$ cat src/rtl/m68k_bus_decoder.sv
// m68k_bus_decoder
// Registered address decoder and bus-cycle controller for the 68000 side of
// arcade cores. A programmable table of base/mask regions is decoded once at
// the start of each CPU bus cycle. The block then steps through per-region
// wait states and an optional external ready handshake, and it ends the
// cycle with DTACK_n. Unmapped or stalled accesses time out with BERR_n.
//
// Cycle flow:
//   IDLE --as_n low--> WAIT --wait done & ready--> ACK --as_n high--> IDLE
//                          --timeout-------------> ERR --as_n high--> IDLE
//                          --as_n high (abort)---------------------> IDLE
//
// NUM_REGIONS must be at least 2 so hit_idx has a non-zero width.
// TIMEOUT must be in the range 2..1023 so the timeout counter can reach it.

module m68k_bus_decoder #(
  parameter int NUM_REGIONS = 8,
  parameter int ADDR_W      = 24,
  parameter int WAIT_W      = 4,
  parameter int TIMEOUT     = 255
) (
  input  logic                            clk,
  input  logic                            reset_n,
  input  logic [ADDR_W-1:0]               cpu_a,
  input  logic                            cpu_as_n,
  input  logic [NUM_REGIONS*ADDR_W-1:0]   region_base,
  input  logic [NUM_REGIONS*ADDR_W-1:0]   region_mask,
  input  logic [NUM_REGIONS*WAIT_W-1:0]   region_wait,
  input  logic [NUM_REGIONS-1:0]          region_en,
  input  logic [NUM_REGIONS-1:0]          region_ready,
  output logic [NUM_REGIONS-1:0]          cs,
  output logic [$clog2(NUM_REGIONS)-1:0]  hit_idx,
  output logic                            dtack_n,
  output logic                            berr_n,
  output logic                            busy
);

  localparam int IDX_W = $clog2(NUM_REGIONS);
  localparam int TO_W  = 10;

  // The last count value seen in WAIT before the timeout fires.
  localparam logic [TO_W-1:0] TO_LAST = TO_W'(TIMEOUT - 1);

  typedef enum logic [1:0] {
    S_IDLE,
    S_WAIT,
    S_ACK,
    S_ERR
  } state_t;

  // Decode results for the address currently on the bus.
  logic [NUM_REGIONS-1:0] w_hit_vec;
  logic                   w_hit;
  logic [IDX_W-1:0]       w_hit_idx;
  logic [WAIT_W-1:0]      w_hit_wait;
  logic [NUM_REGIONS-1:0] w_cs_next;

  // Ready line of the region latched for the cycle in progress.
  logic                   w_ready_sel;

  // Cycle state.
  state_t                 r_state;
  logic [NUM_REGIONS-1:0] r_cs;
  logic [IDX_W-1:0]       r_hit_idx;
  logic                   r_hit;
  logic [WAIT_W-1:0]      r_wait_cnt;
  logic [TO_W-1:0]        r_to_cnt;
  logic                   r_dtack_n;
  logic                   r_berr_n;
  logic                   r_busy;

  // Compare the bus address against every enabled region in parallel.
  // NOTE: every signal written in an always_comb gets a default value first.
  // A path that skips the assignment would otherwise infer a latch.
  always_comb begin
    w_hit_vec = '0;
    for (int k = 0; k < NUM_REGIONS; k++) begin
      w_hit_vec[k] = region_en[k] &&
        (((cpu_a ^ region_base[k*ADDR_W +: ADDR_W]) &
          region_mask[k*ADDR_W +: ADDR_W]) == '0);
    end
  end

  // Priority-encode the hits. The loop scans downwards, so the lowest index wins.
  always_comb begin
    w_hit      = |w_hit_vec;
    w_hit_idx  = '0;
    w_hit_wait = '0;
    for (int k = NUM_REGIONS - 1; k >= 0; k--) begin
      if (w_hit_vec[k]) begin
        w_hit_idx  = IDX_W'(k);
        w_hit_wait = region_wait[k*WAIT_W +: WAIT_W];
      end
    end
  end

  // Build the one-hot chip select for the winning region. It is zero on a miss.
  always_comb begin
    w_cs_next = '0;
    if (w_hit) begin
      w_cs_next = NUM_REGIONS'(1) << w_hit_idx;
    end
  end

  // Select the ready line of the region latched at cycle start.
  always_comb begin
    w_ready_sel = 1'b0;
    for (int k = 0; k < NUM_REGIONS; k++) begin
      if (IDX_W'(k) == r_hit_idx) begin
        w_ready_sel = region_ready[k];
      end
    end
  end

  // Bus-cycle FSM. All outputs are registered here alongside the state.
  // NOTE: sequential state uses non-blocking assignments only. Every register
  // then updates from the values it held before the edge, whatever the
  // statement order.
  always_ff @(posedge clk or negedge reset_n) begin
    if (!reset_n) begin
      r_state    <= S_IDLE;
      r_cs       <= '0;
      r_hit_idx  <= '0;
      r_hit      <= 1'b0;
      r_wait_cnt <= '0;
      r_to_cnt   <= '0;
      r_dtack_n  <= 1'b1;
      r_berr_n   <= 1'b1;
      r_busy     <= 1'b0;
    end else begin
      case (r_state)
        S_IDLE: begin
          // Latch the decode and the wait count once. Later changes to the
          // address or the region table do not affect this cycle.
          if (!cpu_as_n) begin
            r_state    <= S_WAIT;
            r_busy     <= 1'b1;
            r_cs       <= w_cs_next;
            r_hit      <= w_hit;
            r_hit_idx  <= w_hit_idx;
            r_wait_cnt <= w_hit ? w_hit_wait : '0;
            r_to_cnt   <= '0;
          end
        end

        S_WAIT: begin
          r_to_cnt <= r_to_cnt + 1'b1;
          if (cpu_as_n) begin
            // The CPU abandoned the cycle. Return quietly without dtack or berr.
            r_state <= S_IDLE;
            r_cs    <= '0;
            r_busy  <= 1'b0;
          end else if (r_to_cnt == TO_LAST) begin
            r_state  <= S_ERR;
            r_cs     <= '0;
            r_berr_n <= 1'b0;
          end else if (r_wait_cnt != '0) begin
            r_wait_cnt <= r_wait_cnt - 1'b1;
          end else if (r_hit && w_ready_sel) begin
            r_state   <= S_ACK;
            r_dtack_n <= 1'b0;
          end
        end

        S_ACK: begin
          // Hold dtack and cs until the CPU drops the address strobe.
          if (cpu_as_n) begin
            r_state   <= S_IDLE;
            r_cs      <= '0;
            r_dtack_n <= 1'b1;
            r_busy    <= 1'b0;
          end
        end

        S_ERR: begin
          if (cpu_as_n) begin
            r_state  <= S_IDLE;
            r_berr_n <= 1'b1;
            r_busy   <= 1'b0;
          end
        end

        default: begin
          r_state   <= S_IDLE;
          r_cs      <= '0;
          r_dtack_n <= 1'b1;
          r_berr_n  <= 1'b1;
          r_busy    <= 1'b0;
        end
      endcase
    end
  end

  assign cs      = r_cs;
  assign hit_idx = r_hit_idx;
  assign dtack_n = r_dtack_n;
  assign berr_n  = r_berr_n;
  assign busy    = r_busy;

endmodule

$ cat config.mk
export PLATFORM = sky130hd
export DESIGN_NAME = m68k_bus_decoder
export DESIGN_NICKNAME = d
export VERILOG_FILES = /design/src/rtl/m68k_bus_decoder.sv
export SDC_FILE = /design/constraint.sdc
export NUM_CORES = 1
export LEC_CHECK = 0
export ABC_AREA = 1
export BUFFER_PORTS_ARGS = -buffer_cell sky130_fd_sc_hd__buf_2
export CORE_AREA = 2 2 181 183
export DETAILED_ROUTE_END_ITERATION = 8
export DIE_AREA = 0 0 183 185
export PLACE_DENSITY = 0.57
export SETUP_SLACK_MARGIN = 0.1
export SYNTH_ARGS = -nofsm -noshare
export SYNTH_HDL_FRONTEND = slang
export SYNTH_SLANG_ARGS = --single-unit
$ cat constraint.sdc
create_clock -name clk -period 5.3 [get_ports clk]
set_clock_uncertainty 0.1 [all_clocks]
set_input_delay 0.53 -clock clk [delete_from_list [all_inputs] [get_ports clk]]
set_output_delay 0.53 -clock clk [all_outputs]
set_load 0.005 [all_outputs]
==> impl_metrics.csv <==
group,metric,value,unit
power,power_leakage,5.561,nW
synthesis,synth_ff_type,"dfrtp_1",
die,coreArea,32040,um2
die,dieArea,33860,um2
timing,fin_ws,2685,ps
global_routing,first_global_vias,8941,
critical_path,cp_max_fo,14,
die,die-width,183,um
global_routing,grt_max_degree,32,
route,drc,0,
cells_and_area,area_growth,42.99,%
power,total_power,1.530,mW
cells_and_area,layout_common_cells,"buf_2, nand2_1, nand3_1",
timing,hold-worst-slack,211.4,ps
synthesis,yosys-mux-area-fraction,0,%
clock_tree,cts_setup_buffers,0,
global_routing,grtUsageTotal,24.13,%
synthesis,synth_edf_count,0,
critical_path,crit_cells,14,
global_routing,grt_overflow,0,
critical_path,critPathKind,"in2reg",
critical_path,crit_required,5360,ps
critical_path,cp_cell_sequence,"buf_2 -> or2_2 -> nand3_1 -> nand2_1 -> nor2_1 -> nand4_1 -> nor2_1 -> nand2_2 -> nand2_2 -> inv_2 -> o21ai_2 -> nand2_1 -> nand3_2 -> o21ai_1",
route,vias,9702,
clock_tree,path_clk_slew,50,ps
synthesis,netlist_instances,1271,
timing,finalSetupViolCount,0,
clock_tree,clock_sinks,31,
synthesis,synthAdderAreaFrac,1.517,%
synthesis,syn_avg_cell_area,5.191,um2
timing,finalCriticalPeriod,2615,ps
critical_path,critPathMaxStageDelay,330,ps
global_routing,antenna_found_initial,21,
die,start_util,20.59,%
place,placed_cells,2125,
route,drt-initial-drc-count,612,
critical_path,path_buf_inv,2,
cells_and_area,utilization,29.44,%
clock_tree,clockRootBuffer,"clkbuf_16",
synthesis,synth_top_family_by_area,"simple AND/OR/NAND/NOR gates",
power,vdd_ir_drop_max,132.2,uV
critical_path,cp.arrival,2670,ps
cells_and_area,layoutNonFillerInstCount,2146,
clock_tree,cts_buffers,5,
clock_tree,h-tree-depth,2,
die,die_y,185,um
synthesis,syn_nets,1738,
global_routing,grt_first_pass_wirelength,58.64,mm
die,row_count,66,
critical_path,reg2reg_depth,11,
critical_path,cp-start-kind,"primary input",
clock_tree,cts_hold_buf,0,
synthesis,ys_seq_elements,31,
power,power_density,162.2,nW/um2
synthesis,netlist_area,6598,um2
die,io_pins,473,
synthesis,synth_seq_area_share,11.80,%
cells_and_area,layout-drive-gt1-share,32.77,%
hold_path,hold_class,"in2async",
timing,fin_crit_sh,49.34,%
critical_path,slowest_stage,"nor2_1",
clock_tree,cts_resized,0,
timing,hold_viol_final,0,
place,placed_cell_area,9255,um2
critical_path,path_delay_family,"simple AND/OR/NAND/NOR gates",
clock_tree,clk_latency,270,ps
timing,rsz0062_at_grt,"no",
status,status,"completed",
synthesis,async_flop_share,100.0,%
place,globalplace.congestion,0.9413,
timing,max_slew.worst_pin.slew,721.1,ps
timing,relSlewSlack,51.92,%
route,first_pass_iters,8,
route,viasPerCell,4.521,
place,dp_slack,2417,ps
synthesis,synth_compound_area_share,5.936,%
route,ant_nets,0,
critical_path,worstSetupEndpointType,"register",
timing,max_clock_freq,382.4,MHz
flow_run,drv_cap,0,
synthesis,yosys_warnings,0,
clock_tree,cts_tree,"yes",
cells_and_area,design_area,9434,um2
cells_and_area,nets,2191,
route,detail_route.wl_per_cell,19.92,um
synthesis,yosysUniqueCellTypes,47,
route,routed_wl,42.75,mm
synthesis,yosys.area_share.simple,66.49,%
clock_tree,cts_buffer_depth,2,
timing,drv_slew,0,
timing,tns,0,ps
cells_and_area,final_common_cell,"buf_2",
synthesis,synthXorXnorAreaFrac,1.726,%
place,hpwl,38.93,mm
place,io_buffers,472,
==> sequential cells by signal (all words and copies together) (netlist names), 2 cells and up <==
register    cells
r_wait_cnt      4
r_state         2
r_to_cnt       10
hit_idx         3
cs              8
==> report_power, final <==
part / switching (mW) / total, mW / internal (mW)
sequential: 0.0474 / 0.339 / 0.292
clock: 0.0951 / 0.278 / 0.183
combinational: 0.558 / 0.913 / 0.356
total: 0.700 / 1.53 / 0.830
==> cell type report <==
type | instances | area [um2]
fill | 3755 | 22610
multi-input combinational | 1051 | 4992
clock inverter | 1 | 5.005
sequential | 31 | 778.2
inverter | 163 | 611.8
timing repair buffer | 472 | 2362
antenna | 14 | 35.03
tap | 408 | 510.5
clock buffer | 6 | 138.9
==> cells by family after synthesis <==
kind of cell,after synthesis
XOR/XNOR,13
buffers and inverters,189
adder cells (fa/ha/maj),8
AO/OA/AOI/OAI,68
AND/OR/NAND/NOR,962
flip-flops,31
==> routing by layer <==
metal  part of all wire [%]  global-route usage, %  vias up
met5                   0.22                      0        -
met4                    2.5                  7.040       16
met3                    6.5                  4.542       55
met2                     49                  42.80      378
met1                     42                  29.62     4313
li1                       -                      -     4940
==> synthesized netlist by cell type, types with 2 or more instances <==
| library cell | n | area [um2] |
|---|---|---|
| nand4_1 | 30 | 187.7 |
| buf_6 | 8 | 90.09 |
| nor2_2 | 9 | 56.30 |
| nand3_2 | 4 | 40.04 |
| inv_1 | 157 | 589.3 |
| buf_4 | 15 | 112.6 |
| nor3_2 | 2 | 20.02 |
| nand2_2 | 13 | 81.33 |
| ha_1 | 8 | 100.1 |
| dfrtp_1 | 29 | 725.7 |
| o21a_1 | 2 | 15.01 |
| a21oi_2 | 3 | 26.28 |
| nand2_4 | 3 | 33.78 |
| xor2_1 | 13 | 113.9 |
| nor4_1 | 2 | 12.51 |
| a31oi_1 | 3 | 18.77 |
| nor3b_1 | 3 | 22.52 |
| nand3b_1 | 19 | 142.6 |
| or2_0 | 6 | 37.54 |
| nand2_1 | 455 | 1708 |
| nor2_1 | 143 | 536.8 |
| clkbuf_1 | 2 | 7.510 |
| clkinv_1 | 3 | 11.26 |
| dfstp_2 | 2 | 52.55 |
| a21oi_1 | 19 | 95.09 |
| nand3_1 | 171 | 855.8 |
| or2_1 | 40 | 250.2 |
| o21ai_1 | 9 | 45.04 |
| o211ai_1 | 3 | 22.52 |
| nor3_1 | 15 | 75.07 |
| inv_2 | 3 | 11.26 |
| o21ai_0 | 21 | 105.1 |
| or2_2 | 41 | 256.5 |
| o31ai_1 | 2 | 15.01 |
==> final timing paths <==
| path | startpoint | end | slack (ps) |
|---|---|---|---|
| worst max-delay path | cpu_a[15] | cs[1]$_DFFE_PN0P_ | 2680 |
| worst min-delay path | reset_n | r_to_cnt[0]$_DFFE_PN0P_ | 210 |
| worst max register to register | r_state[1]$_DFFE_PN0P_ | cs[4]$_DFFE_PN0P_ | 2730 |
| worst min register to register | cs[2]$_DFFE_PN0P_ | cs[2]$_DFFE_PN0P_ | 400 |
| max in group asynchronous | reset_n | cs[6]$_DFFE_PN0P_ | 4430 |
| min in group clk | cs[2]$_DFFE_PN0P_ | cs[2]$_DFFE_PN0P_ | 400 |
(Power assumes the default switching activity.)
